===== src/rtl/ysyx_22050039_ifu_pkg.sv =====
// ysyx_22050039_ifu_pkg: shared IFU constants and FSM state encoding.
// The FAULT state exists only when YSYX_22050039_IFU_MISALIGN_CHECK_EN is defined.
package ysyx_22050039_ifu_pkg;
  localparam int IFU_XLEN = 64;
  localparam int IFU_INST_LEN = 32;
  localparam logic [63:0] IFU_RESET_PC = 64'h0000_0000_8000_0000;
  localparam logic [31:0] IFU_NOP = 32'h0000_0013;
`ifdef YSYX_22050039_IFU_MISALIGN_CHECK_EN
  typedef enum logic [2:0] {
    IFU_IDLE  = 3'd0,
    IFU_REQ   = 3'd1,
    IFU_WAIT  = 3'd2,
    IFU_HOLD  = 3'd3,
    IFU_DROP  = 3'd4,
    IFU_FAULT = 3'd5
  } ifu_state_e;
`else
  typedef enum logic [2:0] {
    IFU_IDLE = 3'd0,
    IFU_REQ  = 3'd1,
    IFU_WAIT = 3'd2,
    IFU_HOLD = 3'd3,
    IFU_DROP = 3'd4
  } ifu_state_e;
`endif
endpackage


===== src/rtl/ysyx_22050039_ifu_pcgen.sv =====
// ysyx_22050039_ifu_pcgen: next-PC select (reset / redirect / pc+4 / hold) and alignment check.
// Macro YSYX_22050039_IFU_MISALIGN_CHECK_EN: report misaligned redirects instead of truncating them.
module ysyx_22050039_ifu_pcgen
  import ysyx_22050039_ifu_pkg::*;
#(
  parameter int XLEN = IFU_XLEN,
  parameter logic [XLEN-1:0] RESET_PC = XLEN'(IFU_RESET_PC)
) (
  input  logic            i_rst,
  input  logic            i_frozen,
  input  logic            i_advance,
  input  logic            i_redirect_valid,
  input  logic [XLEN-1:0] i_redirect_pc,
  input  logic [XLEN-1:0] i_pc,
`ifdef YSYX_22050039_IFU_MISALIGN_CHECK_EN
  output logic            o_misalign,
`endif
  output logic [XLEN-1:0] o_pc_nxt
);
  logic            w_take;
  logic [XLEN-1:0] w_target;
`ifdef YSYX_22050039_IFU_MISALIGN_CHECK_EN
  assign o_misalign = i_redirect_valid && |i_redirect_pc[1:0];
  assign w_take = i_redirect_valid && !o_misalign && !i_frozen;
  assign w_target = i_redirect_pc;
`else
  assign w_take = i_redirect_valid && !i_frozen;
  assign w_target = i_redirect_pc & ~XLEN'(3);
`endif
  assign o_pc_nxt = i_rst ? RESET_PC : w_take ? w_target : i_advance ? i_pc + XLEN'(4) : i_pc;
endmodule


===== src/rtl/ysyx_22050039_ifu.sv =====
// ysyx_22050039_ifu: single-outstanding instruction fetch unit feeding decode.
// Macro YSYX_22050039_IFU_MISALIGN_CHECK_EN adds the sticky fetch_fault trap on misaligned redirects.
module ysyx_22050039_ifu
  import ysyx_22050039_ifu_pkg::*;
#(
  parameter int XLEN = IFU_XLEN,
  parameter int INST_LEN = IFU_INST_LEN,
  parameter logic [XLEN-1:0] RESET_PC = XLEN'(IFU_RESET_PC)
) (
  input  logic                clk,
  input  logic                rst,
  output logic                imem_req_valid,
  input  logic                imem_req_ready,
  output logic [XLEN-1:0]     imem_req_addr,
  input  logic                imem_resp_valid,
  input  logic [INST_LEN-1:0] imem_resp_data,
  output logic                inst_valid,
  input  logic                inst_ready,
  output logic [INST_LEN-1:0] inst,
  output logic [XLEN-1:0]     pc,
  input  logic                redirect_valid,
  input  logic [XLEN-1:0]     redirect_pc
`ifdef YSYX_22050039_IFU_MISALIGN_CHECK_EN
  ,
  output logic                fetch_fault
`endif
);
  ifu_state_e          r_state, w_state_nxt;
  logic [XLEN-1:0]     r_pc, w_pc_nxt;
  logic [INST_LEN-1:0] r_inst;
  logic                w_frozen, w_latch;
`ifdef YSYX_22050039_IFU_MISALIGN_CHECK_EN
  logic                w_misalign;
  assign w_frozen = r_state == IFU_FAULT;
  assign fetch_fault = w_frozen;
`else
  assign w_frozen = 1'b0;
`endif

  ysyx_22050039_ifu_pcgen #(.XLEN(XLEN), .RESET_PC(RESET_PC)) u_pcgen (
    .i_rst            (rst),
    .i_frozen         (w_frozen),
    .i_advance        (r_state == IFU_HOLD && inst_ready),
    .i_redirect_valid (redirect_valid),
    .i_redirect_pc    (redirect_pc),
    .i_pc             (r_pc),
`ifdef YSYX_22050039_IFU_MISALIGN_CHECK_EN
    .o_misalign       (w_misalign),
`endif
    .o_pc_nxt         (w_pc_nxt)
  );

  // A redirect always wins; a response racing it belongs to the old path and is dropped.
  always_comb begin
    w_state_nxt = r_state;
    case (r_state)
      IFU_IDLE: w_state_nxt = IFU_REQ;
      IFU_REQ:  w_state_nxt = imem_req_ready ? (redirect_valid ? IFU_DROP : IFU_WAIT) : IFU_REQ;
      IFU_WAIT: w_state_nxt = imem_resp_valid ? (redirect_valid ? IFU_REQ : IFU_HOLD)
                                              : (redirect_valid ? IFU_DROP : IFU_WAIT);
      IFU_HOLD: w_state_nxt = (redirect_valid || inst_ready) ? IFU_REQ : IFU_HOLD;
      IFU_DROP: w_state_nxt = imem_resp_valid ? IFU_REQ : IFU_DROP;
      default:  w_state_nxt = r_state;
    endcase
`ifdef YSYX_22050039_IFU_MISALIGN_CHECK_EN
    if (w_misalign && !w_frozen) w_state_nxt = IFU_FAULT;
`endif
  end

  assign w_latch = r_state == IFU_WAIT && imem_resp_valid && !redirect_valid;

  always_ff @(posedge clk) begin
    r_pc <= w_pc_nxt;
    if (rst) begin
      r_state <= IFU_IDLE;
      r_inst <= '0;
    end else begin
      r_state <= w_state_nxt;
      if (w_latch) r_inst <= imem_resp_data;
    end
  end

  assign imem_req_valid = r_state == IFU_REQ;
  assign imem_req_addr = r_pc;
  assign inst_valid = r_state == IFU_HOLD;
  assign inst = r_inst;
  assign pc = r_pc;
endmodule


===== config.mk =====
export PLATFORM = sky130hd
export DESIGN_NAME = ysyx_22050039_ifu
export DESIGN_NICKNAME = d
export VERILOG_FILES = /design/src/rtl/ysyx_22050039_ifu_pkg.sv /design/src/rtl/ysyx_22050039_ifu_pcgen.sv /design/src/rtl/ysyx_22050039_ifu.sv
export SDC_FILE = /design/constraint.sdc
export NUM_CORES = 1
export LEC_CHECK = 0
export BUFFER_PORTS_ARGS = -buffer_cell sky130_fd_sc_hd__buf_4
export CORE_MARGIN = 2
export CORE_UTILIZATION = 30
export DETAILED_ROUTE_END_ITERATION = 16
export SYNTH_ARGS = -nofsm -noshare
export SYNTH_HDL_FRONTEND = slang
export SYNTH_SLANG_ARGS = --single-unit

===== constraint.sdc =====
create_clock -name clk -period 2.85 [get_ports clk]
set_clock_uncertainty 0.15 [all_clocks]
set_input_delay 0.57 -clock clk [delete_from_list [all_inputs] [get_ports clk]]
set_output_delay 0.57 -clock clk [all_outputs]
set_load 0.02 [all_outputs]

==> results.txt, run 1 <==
* Initial core utilization: 30.5%
- Among all cell types in the netlist, the one instantiated most often is nand2_1.
- For this design the ratio of total power to cell area is 459 nW/um2.
* Setup repair after global routing missed its margin: true
- List of cells traversed by the critical path: nand4_2 > or4_4 > or4_4 > or4_1 > a311oi_1
- Top flip-flop cell by instance count after synthesis: dfxtp_1
- VDD sags by at most 0.000349 V.
- The critical path is of the reg -> reg type.
- Period minus WS final: 2750 ps
- Timing-limited maximum frequency: 363 MHz
* Root Buffer: clkbuf_16
* Average cell area after synthesis: 7.75 um2
- Total of flip-flops plus latches after synthesis: 97
* Largest cells by area after synthesis: dfxtp_1, buf_4, nand2_1
- Core footprint: 18000 um2
- Slew of the pin with the lowest slew margin: 591 ps
- The number of global-route vias before repair is 5289.
- GR peak layer: met2
- Number of H-tree levels: 3
* DRC violation total after the first TritonRoute iteration: 332
- After technology mapping, the gate count stands at 707.
* Die Span Y: 139 um
- Final WS setup: 98.4 ps
- Counting flops with an async set or reset pin after synthesis yields a share of 0%.
- Clock net sink count: 97
* Worst-path clk slew: 70 ps
- Seq/Total Area, Yosys: 35.4%
- The routed layout has 5781 vias.
- Number of max-cap violations: 0
- In this run the deepest clock path goes through 2 buffers.
* Global-route wire length before repair: 28000 um
* CP bufs+invs: 0
* Post-synthesis to final-layout area growth: 41.9%
- Placed cell areas: 7430 um2
* Placer congestion estimate: 0.795
- The cell area that synthesis handed to floorplanning was 5480 um2.
- CP delay by family, top: simple AND/OR/NAND/NOR gates
- Total die area: 19400 um2
- Wire length after detailed routing: 18100 um
* Run status: complete, no violations
* Number of antenna violations at the first check in global routing: 0
* Tot GR Track Use: 17.6%
* Length of the first detailed-routing pass in iterations: 5
- For the worst setup path, the data arrival time is 2860 ps.
- Global routing used 4.80% of the available met3 tracks.
- The final-report max-slew violation count is 0.
* Net count reported at finish: 1022
- 0 antenna diodes ended up in the layout.
- Counting distinct cell types in the post-synthesis netlist gives 43.
- Rel. slew slack: 60.3%
- Met1 usage in global routing: 24.2%
- Worst setup slack after placement: -128 ps
- Entering global routing, the biggest net connects 64 pins.
- Input and output buffers added on the ports amount to 257.
- After routing the design area is 7780 um2.
- TritonCTS built the clock tree.
- Along the worst path, the maximum fanout reaches 6.
- Routed wirelength normalized by instance count: 15.7 um
- Number of standard cells in the layout, taps in and fillers out: 1152
* Share of layout cells above drive strength 1: 36.6%
* Cell with the largest stage delay on the worst path: or4_4
* Most prevalent standard cell on the critical path: or4_4
* Worst hold path class: in -> reg
* Detailed Place HPWL: 13000 um
- Largest stage delay, worst path: 620 ps
- Met2 Use GR: 27.7%
* Number of endpoints with negative hold slack in the final report: 0
- Total of fill cells in the finished design: 1845
* Die X: 139 um
- STA classifies the critical path endpoint as a flop.
* Clock latency reported for the late side of the worst-skew pair: 350 ps
- Number of top-level pins: 264
- After global routing the overflow that remains totals 0.
- Setup TNS: 0 ps
- For this run, design rule violations remaining after detail routing come to 0.
* Total number of yosys warnings: 0
- Final setup violating endpoints: 0
- After layout, the worst path uses 96.5% of the clock period.
* Leakage dissipation: 3.23 nW
- Counting flops with a built-in enable in the synthesized netlist gives 0.
- Fraction of post-synthesis cell area in the top cell type by area: 35.4%
- Dividing the detail-routed via count by the number of cells gives 5.02.
* Library cell occupying the most area in the post-synthesis netlist: dfxtp_1
- Buffers inserted to repair hold after CTS numbered 0.
- Data required time of the worst path: 2960 ps
* Cell row count: 49
- In this run, CTS created clock tree buffers numbering 9.
- By count the netlist is led by nand2_1, dfxtp_1, buf_4.
- Type of origin of the critical path: flop
* Post-Place Cells: 1134
- The count of nets left with antenna violations once routing finished came out at 0.
==> through the flow <==
step	hold WS, ps	util [%]	power [W]
final	290	43.3	0.00357
after CTS	276	43.1	0.00361
after detailed placement	297	41.4	0.00227
after floorplan	354	-	0.00194
after global placement	293	41.4	0.00226
after global routing	277	43.3	0.00372
==> final cells by class <==
class | instances | area, um2 | area share (%)
sequential | 97 | 1950 | 25.1
multi-input combinational | 491 | 2860 | 36.7
inverter | 12 | 46.3 | 0.595
clock buffer | 12 | 246 | 3.17
timing repair buffer | 308 | 2320 | 29.9
tap | 229 | 287 | 3.68
clock inverter | 3 | 65.1 | 0.837
==> cell families (layout without fill, tap and decap cells) <==
kind of cell | Yosys count | in the layout | synth area share, %
AND/OR/NAND/NOR | 321 | 323 | 29.7
AO/OA/AOI/OAI | 125 | 125 | 15.1
buffers and inverters | 124 | 335 | 13.2
flip-flops | 97 | 97 | 35.4
XOR/XNOR | 28 | 28 | 4.47
multiplexers | 9 | 9 | 1.64
adder cells (fa/ha/maj) | 2 | 2 | 0.411
other | 1 | 4 | 0.0684
==> metal layers <==
| metal | vias up | wire length, um |
|---|---|---|
| li1 | 2895 | - |
| met1 | 2655 | 8100 |
| met2 | 217 | 8470 |
| met3 | 14 | 1310 |
| met4 | 0 | 196 |
| met5 | - | 0 |
==> power breakdown <==
group / switching, W / internal, W
Clock: 0.000542 / 0.000789
Sequential: 0.0000772 / 0.00142
Combinational: 0.000392 / 0.000345
Total: 0.00101 / 0.00255
==> flip-flops by register name, summed over array words and instances, names as in the netlist <==
signal / flops
inst: 32
r_state: 3
imem_req_addr: 62
==> what timing repair did <==
item / CTS / global route
hold endpoints to repair: 0 / 0
gates resized for setup: 0 / 2
setup endpoints to repair: 0 / 7
setup buffers: 0 / 1
==> worst paths after layout <==
path                                                      from                              to  slack (ps)  cells after the start
worst max-delay path            imem_req_addr[11]$_SDFFE_PP0P_  imem_req_addr[57]$_SDFFE_PP0P_         100                      5
worst min register to register           inst[31]$_SDFFE_PP0P_           inst[31]$_SDFFE_PP0P_         300                      2
worst max register to register  imem_req_addr[11]$_SDFFE_PP0P_  imem_req_addr[57]$_SDFFE_PP0P_         100                      5
worst min-delay path                            redirect_pc[8]   imem_req_addr[8]$_SDFFE_PP0P_         290                      2
==> placed cells by master, fill, tap and decap left out, types with 3 or more instances in the layout <==
master     netlist  routed
a2111oi_0        8       8
a211oi_1        25      25
a21oi_1         43      43
a311oi_1        16      16
and3_1          14      14
and4_1           9       9
buf_4           66     307
clkbuf_16        0       9
conb_1           1       4
dfxtp_1         97      91
dfxtp_2          0       6
inv_1           12      11
mux2i_1          9       9
nand2_1        108     108
nand3_1         20      20
nand4_1         21      21
nand4b_1         3       3
nor2_1          58      58
nor3_1          23      22
nor3b_1          5       5
nor4_1          16      16
o211ai_1         5       5
o21ai_0         16      16
o31ai_1          8       8
or3_1           11      11
or4_1           19      18
or4_4            2       4
xnor2_1         23      23
xor2_1           5       5
(Power assumes the default switching activity.)
==> inputs of run 2 (changes only) <==
--- a/config.mk
+++ b/config.mk
@@ -6,9 +6,11 @@
 export NUM_CORES = 1
 export LEC_CHECK = 0
 export BUFFER_PORTS_ARGS = -buffer_cell sky130_fd_sc_hd__buf_4
-export CORE_MARGIN = 2
-export CORE_UTILIZATION = 30
+export CELL_PAD_IN_SITES_DETAIL_PLACEMENT = 0
+export CELL_PAD_IN_SITES_GLOBAL_PLACEMENT = 1
+export CORE_UTILIZATION = 29
 export DETAILED_ROUTE_END_ITERATION = 16
+export PLACE_DENSITY_LB_ADDON = 0.1
 export SYNTH_ARGS = -nofsm -noshare
 export SYNTH_HDL_FRONTEND = slang
 export SYNTH_SLANG_ARGS = --single-unit
==> results.txt, run 2 (same netlist as run 1, synthesis figures left out) <==
- The setup path with the least slack is of type reg -> reg.
- Maximum number of pins on one net before global-route repair: 99
* Total of fill cells in the finished design: 1889
- In this run the worst hold path is classified as in -> reg.
- Setup repair after global routing missed its margin: false
- Timing-limited maximum frequency: 364 MHz
* Routed wirelength normalized by instance count: 16.1 um
- Registers take 1950 um2.
* Share of the clock period used by the worst path after layout: 96.3%
- Wire segments on met3 add up to 1330 um in the final route.
- Setup slack, reg-to-reg: 110 ps
* Setup TNS: 0 ps
- In the global route stage, overall resource usage came out at 18.5%.
- The die is 139 um wide.
- Worst setup slack after placement: -138 ps
- Clock net sink count: 97
* Inserted Clock Buffers: 9
- Hold buffer count at CTS: 0
- Number of max-cap violations: 0
* Number of pins with negative max-slew slack in the final report: 0
- Clock-pin slew was measured on the worst setup and hold paths at 70 ps.
* Cell with the largest stage delay on the worst path: or4_4
- After floorplanning, the core was sized to cover 18300 um2.
* Most common cell after layout, fill and taps aside: buf_4
* Length of the first detailed-routing pass in iterations: 5
* Cell row count: 49
- The flow ran to the end, and the final reports show no timing, DRC or antenna violations.
- Data on the critical path arrives at its endpoint at 2850 ps.
- Excluding fillers, the count of instances in the completed layout stands at 1141.
- Input and output buffers added on the ports amount to 257.
- The first global-routing pass estimated 28900 um of wire.
- The initial antenna violation count is 0.
- Post-Place Cells: 1127
- For the pin with the worst max-slew slack, the measured transition is 1110 ps.
- Type of origin of the critical path: flop
- After global routing the overflow that remains totals 0.
* Most used cells in the layout excluding fill and tap cells: buf_4, nand2_1, dfxtp_1, nor2_1, a21oi_1
* Die Span Y: 139 um
* Placer congestion estimate: 0.789
- The routed design has 18300 um of wire.
* Flip-flop count of the largest register, all copies and words added: 62
- Gates resized during post-CTS repair numbered 0.
- Met1 routed wirelength after detailed routing: 8340 um
- In this run the worst path has a maximum fanout of 9.
- Final WS setup: 106 ps
- N_diodes: 0
- DRC violation total after the first TritonRoute iteration: 236
* Largest stage delay, worst path: 630 ps
- Most prevalent standard cell on the critical path: or4_4
- In this run the post-CTS setup repair buffer count came out at 0.
* Post-route antenna net violation count: 0
* Via count of the first global-routing pass: 5513
- Detailed Place HPWL: 13300 um
- Number of top-level pins: 264
- The routed design uses 8440 um of met2 wire.
- Initial core utilization: 30.0%
* Final setup violating endpoints: 0
* Worst IR Drop VDD: 0.000272 V
- CTS tree: built
- Clock latency reported for the late side of the worst-skew pair: 350 ps
- Number of H-tree levels: 3
- After layout, the minimum clock period comes to 2740 ps.
- CP delay by family, top: simple AND/OR/NAND/NOR gates
- Uppermost signal routing layer after detailed routing: met4
* Root Buffer: clkbuf_16
- Post-synthesis to final-layout area growth: 40.5%
* Rel. slew slack: 26.2%
* Vias per Instance: 5.05
- Number of endpoints with negative hold slack in the final report: 0
* Endpoint type of the worst setup path: flop
- Data required time of the worst path: 2960 ps
* Share of layout cells above drive strength 1: 36.4%
- The die covers 19500 um2.
- Traced cell by cell, the critical path runs through nand4_2 > or4_4 > or4_4 > or4_1 > a311oi_1.
- Drc violations: 0
- CP bufs+invs: 0
* Multi-input logic area: 2860 um2
- For this design the ratio of total power to cell area is 447 nW/um2.
* Detailed-route via count: 5757
- Summed over all cells, the static leakage comes to 3.18 nW.
- Maximum buffer depth of the clock tree: 2
* Net count reported at finish: 1012
[run 2: cell count changes in the layout (fill, tap and decap cells not counted), moves of 2 or more]
cell and change:
dfxtp_1 -2, buf_4 -10, or4_4 -2, a311oi_2 +3, dfxtp_2 +2, a311oi_1 -3
[run 2: final cells by class]
class / instances / share of cell area [%]
multi-input cells: 489 / 37.1
repair buffers: 300 / 29.6
flip-flops and latches: 97 / 25.3
well taps: 229 / 3.72
clock buffers: 11 / 3.02
inverters: 12 / 0.601
clock inverters: 3 / 0.569
[run 2: path summary, 6_finish.rpt]
check	cells after the start	to	startpoint
min reg2reg	2	inst[7]$_SDFFE_PP0P_	inst[7]$_SDFFE_PP0P_
max reg2reg	5	imem_req_addr[55]$_SDFFE_PP0P_	imem_req_addr[14]$_SDFFE_PP0P_
max	5	imem_req_addr[55]$_SDFFE_PP0P_	imem_req_addr[14]$_SDFFE_PP0P_
min	2	imem_req_addr[8]$_SDFFE_PP0P_	redirect_pc[8]
[run 2: routing by layer]
metal | up-vias | track usage (%)
li1 | 2882 | -
met1 | 2682 | 23.5
met2 | 180 | 30.8
met3 | 13 | 4.65
met4 | 0 | 5.61
met5 | - | 0
[run 2: through the flow]
| step | instance area [um2] | hold slack (ps) | power (W) | util [%] |
|---|---|---|---|---|
| after global placement | 7390 | 294 | 0.00226 | 40.5 |
| after global routing | 7700 | 304 | 0.00360 | 42.2 |
| after CTS | 7670 | 284 | 0.00348 | 42.0 |
| after floorplan | 5500 | 354 | 0.00194 | - |
| final | 7700 | 297 | 0.00344 | 42.2 |
| after detailed placement | 7390 | 297 | 0.00227 | 40.5 |
[run 2: power by group]
group / leakage, nW / switching [W] / total, W / internal (W)
clock: 0.135 / 0.000532 / 0.00120 / 0.000673
combinational: 2.25 / 0.000387 / 0.000728 / 0.000340
sequential: 0.799 / 0.0000855 / 0.00151 / 0.00142
total: 3.18 / 0.00100 / 0.00344 / 0.00243
==> inputs of run 3 (changes only) <==
--- a/config.mk
+++ b/config.mk
@@ -10,6 +10,7 @@
 export CELL_PAD_IN_SITES_GLOBAL_PLACEMENT = 1
 export CORE_UTILIZATION = 29
 export DETAILED_ROUTE_END_ITERATION = 16
+export GPL_TIMING_DRIVEN = 0
 export PLACE_DENSITY_LB_ADDON = 0.1
 export SYNTH_ARGS = -nofsm -noshare
 export SYNTH_HDL_FRONTEND = slang
==> results.txt, run 3 (same netlist as run 1, synthesis figures left out) <==
- Slew of the pin with the lowest slew margin: 822 ps
- STA puts the critical path data required time at 2960 ps.
- The number of hold buffers added after CTS was 0.
- Worst setup slack after placement: -390 ps
- Clock tree synthesis inserted a total of 9 buffers.
- Maximum number of pins on one net before global-route repair: 16
* CTS tree: built
- N_diodes: 0
* Tot GR Track Use: 21.0%
- Number of max-cap violations: 0
* Cell row count: 49
- Port-buffer cells: 256
- 264 I/O pins were placed.
- The worst setup path is captured at a flop.
- Core footprint: 18300 um2
* Rel. slew slack: 44.8%
- The final-report max-slew violation count was 0.
- The path class of the tightest hold or removal check is in -> reg.
- Share of the clock period used by the worst path after layout: 98.4%
- Net count reported at finish: 1084
- Data arrives at the worst endpoint at 2920 ps.
* Met2 Use GR: 33.1%
- Summing over every cut layer, the via total after detailed routing is 6042.
- Maximum buffer depth of the clock tree: 2
- Worst-path clk slew: 70 ps
- Root Buffer: clkbuf_16
- Setup TNS: 0 ps
* Post-synthesis to final-layout area growth: 49.6%
- Summed over all layers, the routed wires come to 20500 um.
- Final setup violating endpoints: 0
- Leakage dissipation: 3.42 nW
- Via count of the first global-routing pass: 5690
- The number of cells on the worst reg-to-reg path is 6.
* Number of endpoints with negative hold slack in the final report: 0
- For this block, the initial DRC count from the detailed router was 321.
- Clock latency reported for the late side of the worst-skew pair: 350 ps
- In the global route stage, met3 resource usage came out at 4.99%.
- Static timing analysis puts the maximum clock frequency at 357 MHz.
- In the final routed layout, each cell accounts on average for 16.8 um.
- Post-route antenna net violation count: 0
* Most common cell after layout, fill and taps aside: buf_4
- Along the worst path, the maximum fanout reaches 6.
* Min-Delay Path Depth: 2
- Setup repair after global routing could not meet its margin everywhere.
* Power per unit of standard cell area: 443 nW/um2
- Die Span Y: 139 um
- Using the TritonRoute via totals, the vias-per-cell ratio works out to 4.97.
* Number of H-tree levels: 3
- Final design utilization: 44.9%
- For the finished layout, the period the worst path requires is 2800 ps.
- Met1 usage in global routing: 28.4%
- GR peak layer: met2
* Worst IR Drop VDD: 0.000276 V
- The worst setup path is launched from a flop.
- Total die area: 19500 um2
- Final WS setup: 45.0 ps
- Die X: 139 um
* Total global routing overflow: 0
- The register with the most flip-flops in the layout has 62 of them.
- After filler insertion, the fill cell instance count of the layout stands at 1930.
- Counting every sink on the clock net gives 97.
- Global-route wire length before repair: 32000 um
- Detailed Place HPWL: 15100 um
* Run status: complete, no violations
- For this run, the detailed router's first-pass iteration total came to 5.
* Most used cells in the layout excluding fill and tap cells: buf_4, nand2_1, dfxtp_1, nor2_1, a21oi_1
- Number of antenna violations at the first check in global routing: 0
- The congestion estimate from routability-driven global placement came to 0.758.
- Initial core utilization: 30.0%
- In the routed design, unresolved DRC markers number 0.
- Of the cells placed in the final design, the portion with a size suffix greater than 1 is 39.7%.
- Kind of critical path: reg -> reg
[run 3: changes by cell type in the layout (fill, tap and decap cells not counted), sizes merged]
cell | before | now
clkbuf | 11 | 51
clkinv | 3 | 1
clkinvlp | 0 | 2
inv | 11 | 12
bufinv | 1 | 2
buf | 300 | 332
[run 3: routing by layer]
metal | vias up | share of wire, % | wire length, um
li1 | 3031 | - | -
met1 | 2791 | 46 | 9500
met2 | 208 | 45 | 9210
met3 | 12 | 7.5 | 1530
met4 | 0 | 1.2 | 236
met5 | - | 0 | 0
[run 3: timing repair]
| item | 4_1_cts | 5_1_grt |
|---|---|---|
| gates resized for setup | 33 | 21 |
| setup endpoints to repair | 26 | 14 |
| pin swaps | 2 | 2 |
| endpoints found under the hold margin | 0 | 0 |
| buffers inserted | 3 | 3 |
[run 3: path summary, 6_finish.rpt]
kind                                                startpoint                              to  slack [ps]
worst max-delay path            imem_req_addr[14]$_SDFFE_PP0P_  imem_req_addr[55]$_SDFFE_PP0P_          50
worst min-delay path                            redirect_pc[8]   imem_req_addr[8]$_SDFFE_PP0P_         300
worst max register to register  imem_req_addr[14]$_SDFFE_PP0P_  imem_req_addr[55]$_SDFFE_PP0P_          50
worst min register to register           inst[19]$_SDFFE_PP0P_           inst[19]$_SDFFE_PP0P_         310
[run 3: area by class of cell]
| class | count | area [um2] | share of cell area [%] |
|---|---|---|---|
| flip-flops and latches | 97 | 2000 | 24.5 |
| clock buffers | 11 | 233 | 2.84 |
| inverters | 12 | 45.0 | 0.549 |
| multi-input cells | 489 | 2900 | 35.4 |
| repair buffers | 262 | 1970 | 24.0 |
| clock inverters | 5 | 80.1 | 0.977 |
| plain buffers | 110 | 674 | 8.23 |
| well taps | 229 | 287 | 3.50 |
[run 3: per-stage QoR]
stage          instance area (um2)  power, W  hold WS [ps]  cells
6_report                      8200   0.00363           295   1215
5_1_grt                       8200   0.00379           295   1215
4_1_cts                       8110   0.00367           285   1212
3_5_place_dp                  7710   0.00233           297   1195
3_3_place_gp                  7710   0.00233           293   1195
2_1_floorplan                 5500   0.00194           354    710
[run 3: where the power goes]
group | total, W | internal [W] | switching (W)
Sequential | 0.00154 | 0.00142 | 0.000122
Combinational | 0.000762 | 0.000384 | 0.000378
Clock | 0.00133 | 0.000769 | 0.000557
Total | 0.00363 | 0.00257 | 0.00106
[run 3: worst max-delay path: stages, from the launching register on]
cell,delay (ps)
dfxtp_2,390
nand4_2,150
or4_4,570
or4_4,540
buf_8,160
or4_4,500
a311oi_2,240
